`config.mk`:
```
export PLATFORM = sky130hd
export DESIGN_NAME = pong_flow_ctrl
export DESIGN_NICKNAME = d
export VERILOG_FILES = /design/src/rtl/pong_flow_ctrl.sv
export SDC_FILE = /design/constraint.sdc
export NUM_CORES = 1
export LEC_CHECK = 0
export BUFFER_PORTS_ARGS = -buffer_cell sky130_fd_sc_hd__buf_2
export CAP_MARGIN = 20
export CORE_MARGIN = 8
export CORE_UTILIZATION = 50
export DETAILED_ROUTE_END_ITERATION = 8
export PLACE_DENSITY_LB_ADDON = 0.25
export SLEW_MARGIN = 20
export SYNTH_ARGS = -nofsm -noshare
export SYNTH_HDL_FRONTEND = slang
export SYNTH_SLANG_ARGS = --single-unit
export TNS_END_PERCENT = 10
```
`constraint.sdc`:
```
create_clock -name clock -period 2.8 [get_ports clock]
set_clock_uncertainty 0.05 [all_clocks]
set_input_delay 0.84 -clock clock [delete_from_list [all_inputs] [get_ports clock]]
set_output_delay 0.84 -clock clock [all_outputs]
set_load 0.05 [all_outputs]
```
`src/rtl/pong_flow_ctrl.sv`:
```
// Game-flow controller for the Pong family: START/COUNTDOWN/GAME/PAUSE/END
// sequencing, press edge detection, serve countdown and winner reporting.
module pong_flow_ctrl #(
    parameter int NUM_PLAYERS     = 2,
    parameter int SCORE_W         = 4,
    parameter int MAX_SCORE       = 9,
    parameter int COUNTDOWN_TICKS = 3,
    localparam int WIN_W = (NUM_PLAYERS > 1) ? $clog2(NUM_PLAYERS) : 1
) (
    input  logic                           clock,
    input  logic                           reset,
    input  logic                           enter,
    input  logic                           tick,
    input  logic [1:0]                     menu_sel,
    input  logic [NUM_PLAYERS*SCORE_W-1:0] scores,
    output logic                           en_start,
    output logic                           en_countdown,
    output logic                           en_game,
    output logic                           en_pause,
    output logic                           en_end,
    output logic                           game_rst_n,
    output logic [3:0]                     countdown,
    output logic [WIN_W-1:0]               winner,
    output logic                           winner_valid
);

    typedef enum logic [2:0] {
        ST_START     = 3'd0,
        ST_COUNTDOWN = 3'd1,
        ST_GAME      = 3'd2,
        ST_PAUSE     = 3'd3,
        ST_END       = 3'd4
    } state_t;

    localparam logic [SCORE_W-1:0] MAX_SCORE_V = SCORE_W'(MAX_SCORE);
    localparam logic [3:0]         CD_LOAD_V   = 4'(COUNTDOWN_TICKS);

    // True when any player has reached the winning score.
    function automatic logic any_winner(input logic [NUM_PLAYERS*SCORE_W-1:0] sc);
        logic hit;
        hit = 1'b0;
        for (int p = 0; p < NUM_PLAYERS; p++) begin
            hit = hit | (sc[p*SCORE_W +: SCORE_W] >= MAX_SCORE_V);
        end
        return hit;
    endfunction

    // Scanning downwards lets the lowest winning index overwrite the others.
    function automatic logic [WIN_W-1:0] lowest_winner(input logic [NUM_PLAYERS*SCORE_W-1:0] sc);
        logic [WIN_W-1:0] idx;
        idx = {WIN_W{1'b0}};
        for (int p = NUM_PLAYERS - 1; p >= 0; p--) begin
            if (sc[p*SCORE_W +: SCORE_W] >= MAX_SCORE_V) begin
                idx = WIN_W'(p);
            end
        end
        return idx;
    endfunction

    state_t           state_r;
    state_t           state_next_s;
    logic             enter_q_r;
    logic             press_s;
    logic             win_s;
    logic [WIN_W-1:0] win_idx_s;
    logic [3:0]       countdown_r;
    logic [3:0]       countdown_next_s;
    logic [WIN_W-1:0] winner_r;
    logic [WIN_W-1:0] winner_next_s;
    logic             winner_valid_r;
    logic             winner_valid_next_s;
    logic             reset_game_s;
    logic             game_rst_n_r;
    logic             en_start_r;
    logic             en_countdown_r;
    logic             en_game_r;
    logic             en_pause_r;
    logic             en_end_r;

    assign press_s   = enter & ~enter_q_r;
    assign win_s     = any_winner(scores);
    assign win_idx_s = lowest_winner(scores);

    // Next-state, countdown, winner and game-reset decisions.
    always_comb begin
        state_next_s        = state_r;
        countdown_next_s    = countdown_r;
        winner_next_s       = winner_r;
        winner_valid_next_s = winner_valid_r;
        reset_game_s        = 1'b0;
        case (state_r)
            ST_START: begin
                if (press_s) begin
                    state_next_s        = ST_COUNTDOWN;
                    countdown_next_s    = CD_LOAD_V;
                    reset_game_s        = 1'b1;
                    winner_valid_next_s = 1'b0;
                end else begin
                    state_next_s = ST_START;
                end
            end
            ST_COUNTDOWN: begin
                if (tick) begin
                    if (countdown_r > 4'd1) begin
                        countdown_next_s = countdown_r - 4'd1;
                    end else begin
                        countdown_next_s = 4'd0;
                        state_next_s     = ST_GAME;
                    end
                end else begin
                    state_next_s = ST_COUNTDOWN;
                end
            end
            ST_GAME: begin
                // A winning score takes precedence over a pause request.
                if (win_s) begin
                    state_next_s        = ST_END;
                    winner_next_s       = win_idx_s;
                    winner_valid_next_s = 1'b1;
                end else if (press_s) begin
                    state_next_s = ST_PAUSE;
                end else begin
                    state_next_s = ST_GAME;
                end
            end
            ST_PAUSE: begin
                if (press_s) begin
                    case (menu_sel)
                        2'd0: begin
                            state_next_s     = ST_COUNTDOWN;
                            countdown_next_s = CD_LOAD_V;
                        end
                        2'd1: begin
                            state_next_s     = ST_COUNTDOWN;
                            countdown_next_s = CD_LOAD_V;
                            reset_game_s     = 1'b1;
                        end
                        2'd2: state_next_s = ST_START;
                        default: state_next_s = ST_PAUSE;
                    endcase
                end else begin
                    state_next_s = ST_PAUSE;
                end
            end
            ST_END: begin
                if (press_s) begin
                    state_next_s = ST_START;
                end else begin
                    state_next_s = ST_END;
                end
            end
            default: begin
                state_next_s = ST_START;
                reset_game_s = 1'b1;
            end
        endcase
    end

    // State and registered outputs; enables are decoded from the same next state.
    always_ff @(posedge clock) begin
        if (!reset) begin
            state_r        <= ST_START;
            enter_q_r      <= 1'b1;
            countdown_r    <= 4'd0;
            winner_r       <= {WIN_W{1'b0}};
            winner_valid_r <= 1'b0;
            game_rst_n_r   <= 1'b0;
            en_start_r     <= 1'b1;
            en_countdown_r <= 1'b0;
            en_game_r      <= 1'b0;
            en_pause_r     <= 1'b0;
            en_end_r       <= 1'b0;
        end else begin
            state_r        <= state_next_s;
            enter_q_r      <= enter;
            countdown_r    <= countdown_next_s;
            winner_r       <= winner_next_s;
            winner_valid_r <= winner_valid_next_s;
            game_rst_n_r   <= ~reset_game_s;
            en_start_r     <= (state_next_s == ST_START);
            en_countdown_r <= (state_next_s == ST_COUNTDOWN);
            en_game_r      <= (state_next_s == ST_GAME);
            en_pause_r     <= (state_next_s == ST_PAUSE);
            en_end_r       <= (state_next_s == ST_END);
        end
    end

    assign en_start     = en_start_r;
    assign en_countdown = en_countdown_r;
    assign en_game      = en_game_r;
    assign en_pause     = en_pause_r;
    assign en_end       = en_end_r;
    assign game_rst_n   = game_rst_n_r;
    assign countdown    = countdown_r;
    assign winner       = winner_r;
    assign winner_valid = winner_valid_r;

endmodule

```
# Yosys cells after proc, flatten, opt, wreduce, memory -nomap -nowiden
# Cells that the tools add are included.
# word_totals
regBits,16
input_bits,14
out_inout_bits,12
word_cells,68
# op_classes
add_sub_neg,1
order_cmp,3
eq_ne,15
mux,24
bitwise,4
n_reduce_logical,10
# ops
op,count
$mux 4,5
$mux 3,5
$pmux 3 s5,1
$eq 3x2->1 const B,4
$pmux 4 s3,1
$ne 2x2->1 const B,5
$mux 1,9
$ge 4x4->1 const B,2
$eq 3x1->1 const B,2
$eq 3x3->1 const B,2
$logic_not 3->1,2
$reduce_and 5->1,1
$gt 4x1->1 const B,1
$pmux 2 s2,1
$sub 4x1->4 const B,1
$pmux 1 s3,1
$reduce_and 3->1,1
$reduce_bool 3->1,1
$reduce_or 3->1,1
$eq 2x1->1 const B,1
$eq 2x2->1 const B,1
$logic_not 2->1,1
$not 1->1,2
$pmux 1 s2,1
5 further kinds,5

# Longest topological paths before layout
# Gate-level depths: netlist of run 1.
# logic_depth
depth_word,6
depth_mapped,6
mapped_depth_nobuf,6

# Worst setup path before layout of run 1
# No wires, ideal clock.
# synth_path
path_kind,register to register
from,"register countdown_r[0], in the netlist countdown[0]"
to,"register en_start_r, in the netlist en_start"
arrival_ns,2.022
required_time_ns,2.634
slack_ns,0.612
path_stages_with_launch,7
n_path_buf,0
period_less_slack_ns,2.188
path_cell_list,dfxtp_1 -> inv_1 -> ha_1 -> or2_4 -> a32oi_2 -> or3b_1 -> a41o_1
# synth_via
elab_chain_cells,5
# synth_lines
element,line,text
from (decl),66,logic [3:0] countdown_r;
from (signal assigned),176,countdown_r <= countdown_next_s;
$gt 4x1->1,104,if (countdown_r > 4'd1) begin
$mux 3,104,
$mux 3,103,if (tick) begin
$pmux 3 s5,91,case (state_r)
$logic_not 3->1,180,en_start_r <= (state_next_s == ST_START);
to (signal assigned),180,
to (decl),74,logic en_start_r;
# Every way passes these cells.
# A chain may end at the register's enable or synchronous reset.

# Worst setup path in the final report of run 1
# Ends and elaborated chain as after synthesis.

==> flow_metrics.env, run 1 <==
export IMPL_status="finished clean"
export IMPL_drive_gt1_share_pct=36.0
export IMPL_vdd_drop_max_v=0.000427
export IMPL_rr_worst_depth=6
export IMPL_clk_path_buf_depth=2
export IMPL_dieWidth_um=59.4
export IMPL_synth_top_area_share_pct=34.1
export IMPL_setup_tns_ps=0
export IMPL_routed_wl_mm=2.06
export IMPL_use_met3_pct=3.47
export IMPL_hold_depth=2
export IMPL_synth_largest_area_cell="dfxtp_1"
export IMPL_leakagePower_uw=0.000451
export IMPL_cts_sinks=16
export IMPL_hold_buffers=0
export IMPL_worst_ep_required_time_ps=2940
export IMPL_hold_end="winner_valid"
export IMPL_vias_per_cell=5.71
export IMPL_crit_path_start_kind="register"
export IMPL_cts_buffers=3
export IMPL_area_growth_pct=17.2
export IMPL_finalInstanceArea_mm2=0.00110
export IMPL_routabilityCongestion=0.815
export IMPL_tightest_slew_ps=583
export IMPL_grt_overflow=0
export IMPL_place_inst=146
export IMPL_placementRows=15
export IMPL_synth_edf_count=0
export IMPL_globalRouteTotalUtil_pct=12.6
export IMPL_grt_pass1_wl_mm=3.46
export IMPL_yosysWarnings=0
export IMPL_rrSetupSlack_ps=840
export IMPL_wl_per_cell_um=13.7
export IMPL_place_area_mm2=0.00106
export IMPL_num_antenna_cells=0
export IMPL_critPathArrivalTime_ps=2100
export IMPL_whs_ps=425
export IMPL_grt_pass1_vias=813
export IMPL_cts_resized=0
export IMPL_synth_ff_type="dfxtp_1"
export IMPL_yosysSeqAreaShare_pct=34.1
export IMPL_fp_dieArea_mm2=0.00352
export IMPL_switchingPower_uw=206
export IMPL_drc_errors=0
export IMPL_ys_ff_latch=16
export IMPL_finalHoldViolCount=0
export IMPL_grt_max_degree=16
export IMPL_worstHoldStart="winner_valid"
export IMPL_first_iter_violations=33
export IMPL_syn_avg_cell_area_um2=9.40
export IMPL_finalSetupViolCount=0
export IMPL_drt_first_pass_iters=4
export IMPL_rsz0062_at_grt="false"
export IMPL_netlist_top_cells_area="dfxtp_1 (34%), a21oi_1 (5.3%), nand2b_1 (3.3%)"
export IMPL_r2r_end="en_start"
export IMPL_vias=857
export IMPL_use_met1_pct=15.8
export IMPL_fmax_ghz=0.510
export IMPL_clkLatencyLatePin_ps=290
export IMPL_clk_pin_slew_ps=90
export IMPL_post_cts_buffers=0
export IMPL_htreeDepth=1
export IMPL_min_period_over_period_pct=70.1
export IMPL_cpMaxStageDelayCell="dfxtp_1"
export IMPL_netlist_area_um2=940
export IMPL_power_density_mw_per_mm2=545
export IMPL_synth_distinct_cells=40
export IMPL_instances_no_fill=150
export IMPL_crit_path_cell_trace="inv_1 -> ha_1 -> or2_4 -> a32oi_2 -> or3b_1 -> a41o_1"
export IMPL_cts_tree="built"
export IMPL_mostFrequentLayoutCell="buf_2"
export IMPL_coreArea_mm2=0.00175
export IMPL_port_buffers=25
export IMPL_drv_cap=0
export IMPL_start_util_pct=53.8
export IMPL_top_usage_layer="met2"
export IMPL_rr_startpoint="countdown[0]"
export IMPL_timing_critical_path_slowest_cell_delay_ps=450
export IMPL_final_cell_mix="buf_2 (25), dfxtp_1 (16), a21oi_1 (10)"
export IMPL_cp_max_fo=7
export IMPL_period_needed_ps=1960
export IMPL_combinationalPowerShare_pct=30.3
export IMPL_synthesis_nets=116
export IMPL_cts_root_buf="clkbuf_4"
export IMPL_sequentialPowerShare_pct=44.4
export IMPL_dp_hpwl_mm=1.64
export IMPL_syn_inst=100
export IMPL_maxSlewHeadroom_pct=61.1
export IMPL_async_flop_share_pct=0
export IMPL_critical_path_class="register to register"
export IMPL_fp_dieH_um=59.4
export IMPL_p_int_uw=394
export IMPL_swShare_pct=34.3
export IMPL_endpoint_kind="register"
export IMPL_antenna_left=0
export IMPL_antenna_found_initial=0
export IMPL_hp_class="register to register"
export IMPL_p_clk_share_pct=25.3
export IMPL_drv_slew=0
export IMPL_num_nets_final=142
export IMPL_gr_usage_met2_pct=19.3
export IMPL_ios=26
worst max path at each step:
stage	startpoint	end	slack, ps	cells after the start
after floorplan	countdown[0]	en_start	610	6
after global placement	scores[2]	en_game	660	5
after detailed placement	scores[6]	en_game	590	5
after CTS	countdown[0]	en_start	830	6
after global routing	countdown[0]	en_start	720	6
final	countdown[0]	en_start	840	6
cell type report:
type,instances,area [um2]
Fill cell,159,644
Multi-Input combinational cell,74,566
Sequential cell,16,320
Timing Repair Buffer,25,125
Clock buffer,4,36.3
Tap cell,25,31.3
Inverter,6,22.5
metrics by stage:
step                util (%)  power [uW]  setup slack [ps]
global route            63.1         635               724
CTS                     63.1         606               826
finish                  63.1         600               838
global placement        61.0         450               664
detailed placement      61.0         455               592
floorplan                  -         417               612
power groups by stage:
stage          registers, uW  clock network [uW]  logic [uW]
3_3_place_gp             271                   0         179
2_1_floorplan            307                   0         110
5_1_grt                  270                 168         197
3_5_place_dp             272                   0         183
6_report                 266                 152         182
4_1_cts                  266                 156         183
registers in the layout (all words and copies together) (netlist names):
signal and cells:
countdown 4, en_countdown 1, en_end 1, en_game 1
en_pause 1, en_start 1, enter_q_r 1, game_rst_n 1
state_r 3, winner 1, winner_valid 1
cells by family (layout without fill, tap and decap cells):
group,Yosys count,count (layout),synth area share (%)
compound gates,31,31,27.6
mux,2,2,2.13
simple gates,39,39,27.8
flops,16,16,34.1
fa+ha+maj,2,2,2.66
buf+inv,10,35,5.72
synthesized netlist by cell type, types with 2 or more instances:
| cell type | n |
|---|---|
| dfxtp_1 | 16 |
| a21oi_1 | 10 |
| nand2_1 | 7 |
| inv_1 | 6 |
| nand2b_1 | 5 |
| nor2_1 | 5 |
| o21ai_0 | 5 |
| o31ai_1 | 4 |
| nand3_1 | 3 |
| nand4b_1 | 3 |
| a2111oi_2 | 2 |
| buf_6 | 2 |
| ha_1 | 2 |
| mux2i_1 | 2 |
| nand2_2 | 2 |
| nor2b_1 | 2 |
metal layers:
metal / vias to the layer above / wire length [um]
li1: 421 / -
met5: - / 0
met1: 399 / 950
met2: 31 / 924
met4: 0 / 34
met3: 6 / 151
worst max-delay path, delay by kind of cell, from the launching register on:
| kind | cells | cell delay [ps] |
|---|---|---|
| AOI/OAI and AO/OA | 2 | 400 |
| and+or+nand+nor | 2 | 660 |
| adders and majority gates | 1 | 230 |
| DFF | 1 | 450 |
| buffers and inverters | 1 | 70 |
No activity file was read; power rests on OpenSTA's default activity.
==> run 2, diff against run 1 <==
Settings changed: ABC_AREA from default to 1, CORE_UTILIZATION 50 to 44.
Clock period 2.8 ns to 1.7 ns, I/O delays scaled along.
==> flow_metrics.env, run 2 <==
export IMPL_status="finished clean"
export IMPL_critical_path_class="register to primary output"
export IMPL_finalHoldViolCount=0
export IMPL_syn_inst=128
export IMPL_drive_gt1_share_pct=22.9
export IMPL_post_cts_buffers=0
export IMPL_routabilityCongestion=0.851
export IMPL_worst_ep_required_time_ps=1140
export IMPL_first_iter_violations=22
export IMPL_syn_avg_cell_area_um2=6.39
export IMPL_wl_per_cell_um=10.6
export IMPL_globalRouteTotalUtil_pct=11.7
export IMPL_synth_edf_count=0
export IMPL_vias=870
export IMPL_total_power_uw=872
export IMPL_power_density_mw_per_mm2=859
export IMPL_drv_slew=0
export IMPL_leakagePower_uw=0.000547
export IMPL_tightest_slew_ps=317
export IMPL_antenna_left=0
export IMPL_maxSlewHeadroom_pct=78.7
export IMPL_crit_path_start_kind="register"
export IMPL_combinationalPowerShare_pct=23.2
export IMPL_mostFrequentLayoutCell="nand2_1"
export IMPL_num_nets_final=174
export IMPL_dieWidth_um=59.1
export IMPL_yosysWarnings=0
export IMPL_num_antenna_cells=0
export IMPL_crit_path_cell_trace="buf_2"
export IMPL_cts_root_buf="clkbuf_4"
export IMPL_yosysSeqAreaShare_pct=39.1
export IMPL_finalInstanceArea_mm2=0.00102
export IMPL_synthesis_nets=144
export IMPL_grt_overflow=0
export IMPL_switchingPower_uw=287
export IMPL_sequentialPowerShare_pct=46.7
export IMPL_fp_dieH_um=59.1
export IMPL_grt_pass1_vias=793
export IMPL_htreeDepth=1
export IMPL_drt_first_pass_iters=4
export IMPL_async_flop_share_pct=0
export IMPL_netlist_area_um2=818
export IMPL_routed_wl_mm=1.93
export IMPL_synth_largest_area_cell="dfxtp_1"
export IMPL_ys_ff_latch=16
export IMPL_timing_critical_path_slowest_cell_delay_ps=410
export IMPL_place_area_um2=977
export IMPL_crit_family="flip-flops"
export IMPL_start_util_pct=46.9
export IMPL_critPathArrivalTime_ps=1000
export IMPL_endpoint_kind="primary output"
export IMPL_coreArea_mm2=0.00175
export IMPL_final_cell_mix="nand2_1 (36), buf_2 (25), inv_1 (22)"
export IMPL_dp_hpwl_mm=1.54
export IMPL_synth_most_common_cell="nand2_1"
export IMPL_synth_distinct_cells=17
export IMPL_whs_ps=369
export IMPL_synth_top_area_share_pct=39.1
export IMPL_p_clk_share_pct=30.0
export IMPL_synth_ff_type="dfxtp_1"
export IMPL_grt_pass1_wl_mm=3.22
export IMPL_largest_reg_flops=4
export IMPL_p_int_uw=585
export IMPL_setup_tns_ps=0
export IMPL_grt_max_degree=10
export IMPL_area_growth_pct=24.2
export IMPL_antenna_found_initial=0
export IMPL_drc_errors=0
export IMPL_crit_buf_inv=1
export IMPL_fmax_ghz=0.640
export IMPL_ios=26
export IMPL_vias_per_cell=4.78
export IMPL_cts_tree="built"
export IMPL_min_period_over_period_pct=91.9
export IMPL_hp_class="input port to register"
export IMPL_netlist_top_cells_area="dfxtp_1 (39%), nand2_1 (17%), inv_1 (10%)"
export IMPL_drv_cap=0
export IMPL_swShare_pct=32.9
export IMPL_period_needed_ps=1560
export IMPL_clkLatencyLatePin_ps=290
export IMPL_clk_path_buf_depth=2
export IMPL_fp_dieArea_mm2=0.00350
export IMPL_cts_sinks=16
export IMPL_vdd_drop_max_v=0.000489
export IMPL_finalSetupViolCount=0
export IMPL_cp_max_fo=5
export IMPL_cts_buffers=3
export IMPL_placementRows=15
export IMPL_cpMaxStageDelayCell="dfxtp_1"
export IMPL_ys_top_cells_by_count="nand2_1 (37), inv_1 (22), nor2_1 (19), dfxtp_1 (16), nand3_1 (10)"
export IMPL_port_buffers=25
export IMPL_clk_pin_slew_ps=100
==> run 2: cell families after synthesis <==
| kind of cell | after synthesis | share of synthesized area (%) |
|---|---|---|
| buf+inv | 22 | 10.1 |
| simple gates | 74 | 38.2 |
| compound gates | 13 | 8.41 |
| flops | 16 | 39.1 |
| xor+xnor | 1 | 1.07 |
| fa+ha+maj | 2 | 3.06 |
==> run 2: tightest hold or removal path: cells and delay by family <==
| family | cells | cell delay, ps |
|---|---|---|
| buffers and inverters | 2 | 130 |
| AND/OR/NAND/NOR | 1 | 50 |
==> run 2: timing repair <==
item                       in CTS  in global routing
resized for setup               0                  1
setup endpoints to repair       0                  1
hold buffers                    0                  0
==> run 2: worst paths after layout <==
kind / end / slack, ps / cells after the start / start
setup / recovery: countdown[2] / 140 / 1 / countdown[2]
hold / removal: enter_q_r / 370 / 3 / enter
setup reg to reg: en_start / 150 / 11 / countdown[0]
hold reg to reg: winner_valid / 410 / 2 / winner_valid
==> run 2: final cells by class <==
| class | count | area [um2] |
|---|---|---|
| Inverter | 22 | 82.6 |
| Fill cell | 178 | 729 |
| Sequential cell | 16 | 323 |
| Timing Repair Buffer | 25 | 125 |
| Tap cell | 25 | 31.3 |
| Clock buffer | 4 | 36.3 |
| Multi-Input combinational cell | 90 | 418 |
==> run 2: power groups by stage <==
stage,clock (uW),sequential (uW),combinational (uW)
after floorplan,0,465,96.5
after global placement,0,416,198
after detailed placement,0,417,201
after CTS,271,408,202
after global routing,280,411,225
final,262,408,202
==> run 2: layer usage <==
layer | up-vias | global-route usage, % | part of all wire, %
met5 | - | 0 | 0
met4 | 0 | 6.14 | 2.3
met3 | 6 | 3.25 | 7.6
met2 | 27 | 19.2 | 48
met1 | 383 | 13.3 | 42
li1 | 454 | - | -
==> run 2: stage by stage <==
stage	setup slack [ps]	util [%]	cells
2_1_floorplan	140	-	128
3_3_place_gp	162	56.0	178
3_5_place_dp	92.4	56.0	178
4_1_cts	124	58.1	182
5_1_grt	-0.109	58.2	182
6_report	138	58.2	182
